<file path="config.mk">
export PLATFORM = sky130hd
export DESIGN_NAME = audio_rd_sched
export DESIGN_NICKNAME = d
export VERILOG_FILES = /design/src/rtl/audio_rd_sched.sv
export SDC_FILE = /design/constraint.sdc
export NUM_CORES = 1
export LEC_CHECK = 0
export ABC_AREA = 0
export ABC_CLOCK_PERIOD_IN_PS = 2600
export CELL_PAD_IN_SITES_DETAIL_PLACEMENT = 0
export CELL_PAD_IN_SITES_GLOBAL_PLACEMENT = 1
export CORE_ASPECT_RATIO = 1.1
export CORE_MARGIN = 8
export CORE_UTILIZATION = 34
export CTS_BUF_LIST = sky130_fd_sc_hd__clkbuf_16
export DETAILED_ROUTE_END_ITERATION = 8
export GPL_TIMING_DRIVEN = 0
export HOLD_SLACK_MARGIN = 0.08
export PLACE_DENSITY = 0.85
export SKIP_LAST_GASP = 1
export SLEW_MARGIN = 20
export SYNTH_ARGS = -nofsm -noshare
export SYNTH_HDL_FRONTEND = slang
export SYNTH_SLANG_ARGS = --single-unit
export TNS_END_PERCENT = 5
</file>
<file path="constraint.sdc">
create_clock -name i_clk_74M -period 2.6 [get_ports i_clk_74M]
set_input_delay 0.78 -clock i_clk_74M [delete_from_list [all_inputs] [get_ports i_clk_74M]]
set_output_delay 0.78 -clock i_clk_74M [all_outputs]
set_load 0.005 [all_outputs]
</file>
<file path="src/rtl/audio_rd_sched.sv">
// audio_rd_sched: drains the receive audio FIFO in fixed-length bursts during
// horizontal blanking and reports per-frame audio presence.
//
// Ports:
//   i_clk_74M    pixel clock, rising edge
//   i_rst_n      asynchronous active-low reset
//   i_hcnt       horizontal counter
//   i_vcnt       vertical counter
//   i_vde        registered video data enable
//   i_flush      synchronous clear pulse, highest priority
//   i_empty      FIFO empty
//   i_q          FIFO data: [11:8] bursts remaining after this one, [7:0] payload
//   o_rd_en      FIFO read enable
//   o_valid      o_rd_en delayed by one cycle (FIFO word present on i_q)
//   o_data       registered copy of i_q, captured on the o_valid cycle
//   o_burst_cnt  bursts completed on the current line (saturating)
//   o_audio_on   audio seen during the previous frame
//   o_underrun   one-cycle pulse when the FIFO ran dry mid-burst
module audio_rd_sched #(
    parameter int unsigned BURST_LEN  = 32,
    parameter int unsigned GAP_LEN    = 4,
    parameter int unsigned START_HCNT = 1530,
    parameter int unsigned MAX_BURSTS = 15
) (
    input  logic        i_clk_74M,
    input  logic        i_rst_n,
    input  logic [11:0] i_hcnt,
    input  logic [11:0] i_vcnt,
    input  logic        i_vde,
    input  logic        i_flush,
    input  logic        i_empty,
    input  logic [11:0] i_q,
    output logic        o_rd_en,
    output logic        o_valid,
    output logic [11:0] o_data,
    output logic [3:0]  o_burst_cnt,
    output logic        o_audio_on,
    output logic        o_underrun
);

    localparam int unsigned BeatW = (BURST_LEN > 1) ? $clog2(BURST_LEN) : 1;
    localparam int unsigned GapW  = (GAP_LEN > 1) ? $clog2(GAP_LEN) : 1;

    typedef enum logic [1:0] {StIdle, StArmed, StRead, StGap} state_e;

    state_e             state_q, state_d;
    logic [BeatW-1:0]   beat_q, beat_d;
    logic [GapW-1:0]    gap_q, gap_d;
    logic [3:0]         burst_q, burst_d;
    logic [3:0]         tag_q;
    logic               valid_q;
    logic [11:0]        data_q;
    logic               underrun_q, underrun_d;
    logic               flag_q;
    logic               audio_on_q;
    logic               rd_en;
    logic               frame_start;

    assign frame_start = (i_vcnt == 12'd0) && (i_hcnt == 12'd0);

    always_comb begin
        state_d    = state_q;
        beat_d     = beat_q;
        gap_d      = gap_q;
        burst_d    = burst_q;
        underrun_d = 1'b0;
        rd_en      = 1'b0;

        unique case (state_q)
            StIdle: begin
                if (i_vde) begin
                    state_d = StArmed;
                end
            end
            StArmed: begin
                // Arming is sampled only on the single START_HCNT cycle.
                if ((i_hcnt == 12'(START_HCNT)) && !i_vde && !i_empty) begin
                    state_d = StRead;
                    beat_d  = '0;
                    burst_d = 4'd0;
                end
            end
            StRead: begin
                if (i_empty) begin
                    // Partial burst is abandoned and not counted.
                    state_d    = StArmed;
                    beat_d     = '0;
                    underrun_d = 1'b1;
                end else begin
                    rd_en = 1'b1;
                    if (beat_q == BeatW'(BURST_LEN - 1)) begin
                        beat_d  = '0;
                        gap_d   = '0;
                        state_d = StGap;
                        if (burst_q != 4'hF) begin
                            burst_d = burst_q + 4'd1;
                        end
                    end else begin
                        beat_d = beat_q + 1'b1;
                    end
                end
            end
            StGap: begin
                if (gap_q == GapW'(GAP_LEN - 1)) begin
                    gap_d = '0;
                    // tag_q holds the remaining-bursts field of the last word of the burst.
                    if ((tag_q != 4'd0) && !i_empty && (burst_q < 4'(MAX_BURSTS))) begin
                        state_d = StRead;
                    end else begin
                        state_d = StArmed;
                    end
                end else begin
                    gap_d = gap_q + 1'b1;
                end
            end
        endcase

        // Flush must stop the read in the very cycle it is asserted.
        if (i_flush) begin
            rd_en = 1'b0;
        end
    end

    always_ff @(posedge i_clk_74M or negedge i_rst_n) begin
        if (!i_rst_n) begin
            state_q    <= StIdle;
            beat_q     <= '0;
            gap_q      <= '0;
            burst_q    <= 4'd0;
            tag_q      <= 4'd0;
            valid_q    <= 1'b0;
            data_q     <= 12'd0;
            underrun_q <= 1'b0;
            flag_q     <= 1'b0;
            audio_on_q <= 1'b0;
        end else if (i_flush) begin
            state_q    <= StIdle;
            beat_q     <= '0;
            gap_q      <= '0;
            burst_q    <= 4'd0;
            tag_q      <= 4'd0;
            valid_q    <= 1'b0;
            data_q     <= 12'd0;
            underrun_q <= 1'b0;
            flag_q     <= 1'b0;
            audio_on_q <= 1'b0;
        end else begin
            state_q    <= state_d;
            beat_q     <= beat_d;
            gap_q      <= gap_d;
            burst_q    <= burst_d;
            underrun_q <= underrun_d;
            valid_q    <= rd_en;
            if (valid_q) begin
                data_q <= i_q;
                tag_q  <= i_q[11:8];
            end
            // A sample on the boundary cycle belongs to the new frame.
            if (frame_start) begin
                audio_on_q <= flag_q;
                flag_q     <= ~i_empty;
            end else begin
                flag_q <= flag_q | ~i_empty;
            end
        end
    end

    assign o_rd_en     = rd_en;
    assign o_valid     = valid_q;
    assign o_data      = data_q;
    assign o_burst_cnt = burst_q;
    assign o_audio_on  = audio_on_q;
    assign o_underrun  = underrun_q;

endmodule

</file>
### After elaboration in Yosys (flattened, before gate mapping)

Cells that the tools add are included.

* register bits after elaboration: 33
* bits in latches: 0
* bits in writable memories: 0
* ROM bits: 0
* word-level logic and storage cells: 88
* memories kept: 0

* add/subtract/negate cells: 3
* multiply operators: 0
* div/mod/pow operators: 0
* $lt $le $gt $ge: 1
* equality and inequality tests: 14
* shift-type cells: 0
* mux-type cells: 39
* bitwise logic cells: 2
* reductions and logical operators: 19

Operator list (count)
* two-way mux 4 bit: 7
* logical NOT 12 bit: 2
* two-way mux 12 bit: 2
* two-way mux 2 bit: 11
* two-way mux 5 bit: 4
* != test 3 bit (second input constant): 6
* == test 12 x 11 -> 1 bit (second input constant): 1
* two-way mux 1 bit: 11
* case mux 5 bit (2 select lines): 1
* != test 4 bit (second input constant): 2
* case mux 2 bit (4 select lines): 1
* case mux 4 bit (2 select lines): 1
* == test 2 bit (second input constant): 3
* nonzero test 3 bit: 2
* adder 5 x 1 -> 5 bit (second input constant): 1
* == test 5 bit (second input constant): 1
* logical AND 1 bit: 5
* AND reduction 5 bit: 1
* adder 4 x 1 -> 4 bit (second input constant): 1
* less-than comparator 4 bit (second input constant): 1
* case mux 2 bit (2 select lines): 1
* AND reduction 4 bit: 1
* nonzero test 2 bit: 2
* nonzero test 4 bit: 1
* other kinds (8): 9

### Logic depth before layout (Yosys ltp)

Gate-level depths: netlist of run 1.

* depth in word-level cells: 7
* mapped depth: 7
* mapped depth without buffers: 7

### Worst setup path before layout of run 1

OpenSTA, ideal clock, no wires.

* path kind: input -> register
* start: in i_hcnt[0]
* end: reg burst_q[1], in the netlist o_burst_cnt[1]
* library setup time: 126 ps
* data arrival time: 2154 ps
* required time: 2474 ps
* setup slack: 320 ps
* cell stages on the path: 4
* buffers on the path: 0
* path through: or4_4 nor4_4 a211oi_2 a221o_1

* word-level cells in the longest chain between the ends: 5

RTL lines
* start, declared: line 27 `input logic [11:0] i_hcnt,`
* == test 12 x 11 -> 1 bit: line 77 `if ((i_hcnt == 12'(START_HCNT)) && !i_vde && !i_empty) begin`
* logical AND 1 bit (2 in a row): line 77
* != test 3 bit (no line)
* AND reduction 5 bit (no line)
* end signal, assigned: line 151 `burst_q <= burst_d;`
* end, declared: line 49 `logic [3:0] burst_q, burst_d;`

Every way passes these cells.
A chain may end at the register's enable or synchronous reset.

### Worst setup path after layout of run 1

* start: in i_empty
* end: out o_rd_en

* word-level cells in the longest chain between the ends: 3

RTL lines
* start, declared: line 31 `input logic i_empty,`
* two-way mux 1 bit: line 84 `if (i_empty) begin`
* two-way mux 1 bit: line 69 `unique case (state_q)`
* two-way mux 1 bit: line 119 `if (i_flush) begin`
* end, declared: line 33 `output logic o_rd_en,`

Every way passes these cells.

==> run_results.csv, run 1 <==
group,metric,value,unit
pwr,total_power,1.08,mW
final_layout,fillers,368,
worst_setup_path,required,1.82,ns
timing,final-setup-viol-count,0,
yosys,yosysUniqueCellTypes,38,
detailed_routing,dr.pass1.iters,4,
pwr,irDropWorstVdd,0.000376,V
yosys,syn_area,0.00150,mm²
clock_tree,clockRootBuffer,"clkbuf_16",
place,post-place-ws,-0.793,ns
timing,max_slew_margin,54.5,%
yosys,synth_seq_cells,29,
clock_tree,htreeDepth,2,
die,core_region_area,0.00429,mm²
final_layout,num_antenna_cells,0,
clock_tree,cts_tree,"done",
detailed_routing,drt-wirelength-per-cell,16.0,µm
final_layout,num-nets-final,252,
timing,rsz0062_at_grt,"false",
place,gp_congestion,0.761,
final_layout,mostFrequentLayoutCells,"clkdlybuf4s50_1, dfrtp_1, nor2_1, mux2i_1",
clock_tree,ctsHoldBuffers,0,
yosys,synth_ff_type,"dfrtp_1",
worst_setup_path,worstPathArrival,1.66,ns
final_layout,final_common_cell,"clkdlybuf4s50_1",
global_routing,grt_pass1_wl,6.98,mm
worst_setup_path,crit_buf_inv,3,
worst_setup_path,crit_path_start_kind,"input port",
clock_tree,cts_buffers,5,
timing,final_max_slew_viol_count,0,
die,start_util,35.0,%
pwr,cellLeakagePower,0.979,nW
yosys,synth_edf_count,0,
global_routing,grt_usage,12.8,%
yosys,syn_inst,140,
timing,worst_pin_slew,0.682,ns
detailed_routing,detail-route-antenna-nets,0,
die,io_pins,61,
final_layout,layout-drive-gt1-share,10.6,%
die,row_count,25,
place,portBuffers,59,
pwr,power_density,467,mW/mm²
clock_tree,path_clk_slew,0.05,ns
detailed_routing,drtIter0Drc,38,
run,maxCapViolCount,0,
clock_tree,cts_sinks,29,
timing,min_period,2.44,ns
yosys,yosysWarningCount,0,
final_layout,final_cell_area,0.00230,mm²
clock_tree,insertion_delay,0.27,ns
timing,skew,0.00132,ns
pwr,swShare,20.5,%
final_layout,syn_to_final_growth,53.6,%
worst_setup_path,crit_family,"buffers and inverters",
worst_setup_path,path_max_fanout,9,
outcome,status,"complete, no violations",
timing,post-route-period-util,93.8,%
die,dieArea,0.00680,mm²
pwr,seq_power_share,42.4,%
place,dpl.cell_count,253,
timing,fmax,410,MHz
worst_setup_path,criticalPathCategory,"in -> out",
detailed_routing,drc,0,
global_routing,antenna_found_initial,0,
die,die_y,85.7,µm
yosys,synth_area_per_cell,10.7,µm²
timing,hold_viol_final,0,
worst_setup_path,cp-end-kind,"primary output",
pwr,power_frac_clock,47.9,%
detailed_routing,viasPerCell,5.12,
worst_hold_path,hp-class,"reg -> reg",
global_routing,grt_overflow,0,
die,fp.dieW,79.3,µm
yosys,synth_fp_nets,185,
global_routing,grt_max_degree,30,
pwr,pwr-share-comb,9.7,%
global_routing,grt_pass1_vias,1461,
yosys,synth_seq_area_share,48.4,%
yosys,async_flop_share,100,%
place,place_area,0.00215,mm²
pwr,p_sw,220,µW
clock_tree,cts_buffer_depth,2,
worst_setup_path,cp_cell_sequence,"buf_2 > nor4b_4 > buf_4 > dlygate4sd2_1",
detailed_routing,vias,1336,
worst_setup_path,worst_path_max_delay_cell,"nor4b_4",
final_layout,final_cell_count_no_fill,261,
worst_setup_path,max_stage_delay,0.28,ns
pwr,p_int,856,µW
place,dp_hpwl,3.25,mm
timing,setup_slack,0.162,ns
detailed_routing,wl,4.19,mm
-- routing by layer --
| layer | vias to the layer above | share of wire, % | track usage, % |
|---|---|---|---|
| li1 | 655 | - | - |
| met1 | 633 | 40 | 14.2 |
| met2 | 40 | 51 | 22.3 |
| met3 | 8 | 7.3 | 3.97 |
| met4 | 0 | 1.1 | 4.05 |
| met5 | - | 0 | 0 |
-- logic make-up after synthesis --
logic type / Yosys count / synth area share [%]
AND/OR/NAND/NOR: 56 / 22.4
AO/OA/AOI/OAI: 30 / 15.5
adder cells (fa/ha/maj): 4 / 3.34
flip-flops: 29 / 48.4
buffers and inverters: 9 / 2.34
multiplexers: 12 / 8.01
-- per-stage QoR --
step	setup TNS (ns)	utilization, %	hold WS, ns
after floorplan	0	-	0.477
after global placement	-1.60	50.4	0.493
after detailed placement	-1.75	50.2	0.499
after CTS	0	53.6	0.514
after global routing	0	53.8	0.532
final	0	53.8	0.511
-- layout make-up --
class                      instances  area, µm²  share of cell area [%]
clock buffer                       5        125                    5.43
multi-input combinational        102        756                    32.8
tap                               54       67.6                    2.93
buffer                             6       25.0                    1.09
timing repair buffer              60        587                    25.5
clock inverter                     2       7.51                   0.326
sequential                        29        726                    31.5
inverter                           3       11.3                   0.489
-- synth_stat cells (all sizes together), types with 2 or more instances --
cell / instances / area [µm²]
and3: 4 / 25.0
o21ai: 5 / 25.0
nand4b: 4 / 35.0
o41ai: 3 / 26.3
dfrtp: 29 / 726
a21o: 4 / 35.0
clkbuf: 3 / 11.3
nand3: 3 / 15.0
nor2b: 3 / 18.8
nor2: 17 / 63.8
a211o: 2 / 17.5
a211oi: 5 / 42.5
nor4b: 2 / 23.8
nor3b: 3 / 22.5
nand2b: 3 / 18.8
nor4: 6 / 52.6
inv: 3 / 11.3
mux2i: 12 / 120
a21oi: 4 / 20.0
ha: 4 / 50.1
a22o: 3 / 28.8
nand2: 5 / 18.8
buf: 3 / 12.5
-- flip-flops by register name (all words and copies together), names as in the netlist --
| name | flops |
|---|---|
| o_data | 8 |
| beat_q | 5 |
| o_burst_cnt | 4 |
| tag_q | 4 |
| gap_q | 2 |
| state_q | 2 |
| flag_q | 1 |
| o_audio_on | 1 |
| o_underrun | 1 |
| o_valid | 1 |
-- final timing paths --
path	end	slack [ns]	from	cells past startpoint
setup / recovery	o_rd_en	0.16	i_empty	4
hold / removal	beat_q[4]$_DFFE_PN0P_	0.51	beat_q[4]$_DFFE_PN0P_	1
setup reg to reg	o_burst_cnt[1]$_DFFE_PN0P_	0.69	state_q[1]$_DFFE_PN0P_	5
hold reg to reg	beat_q[4]$_DFFE_PN0P_	0.51	beat_q[4]$_DFFE_PN0P_	1
max in group asynchronous	gap_q[0]$_DFFE_PN0P_	1.64	i_rst_n	1
min in group asynchronous	beat_q[1]$_DFFE_PN0P_	0.54	i_rst_n	1
-- power by group through the flow --
stage	Clock [mW]	Combinational, mW	Sequential (mW)
after floorplan	0	0.0253	0.463
after global placement	0	0.101	0.463
after detailed placement	0	0.103	0.463
after CTS	0.525	0.104	0.456
after global routing	0.546	0.114	0.456
final	0.515	0.105	0.456
-- what timing repair did --
item	in CTS	in global routing
setup endpoints to repair	1	1
resized for setup	8	1
cloned	0	0
pin swaps	1	1
setup buffers	1	0
Power figures use the tool's default switching activity.
==> run 2, diff against run 1 <==
- ABC_CLOCK_PERIOD_IN_PS: 2600 -> default
==> results of run 2 <==
No change in the layout: final DEF, timing and power equal those of run 1.
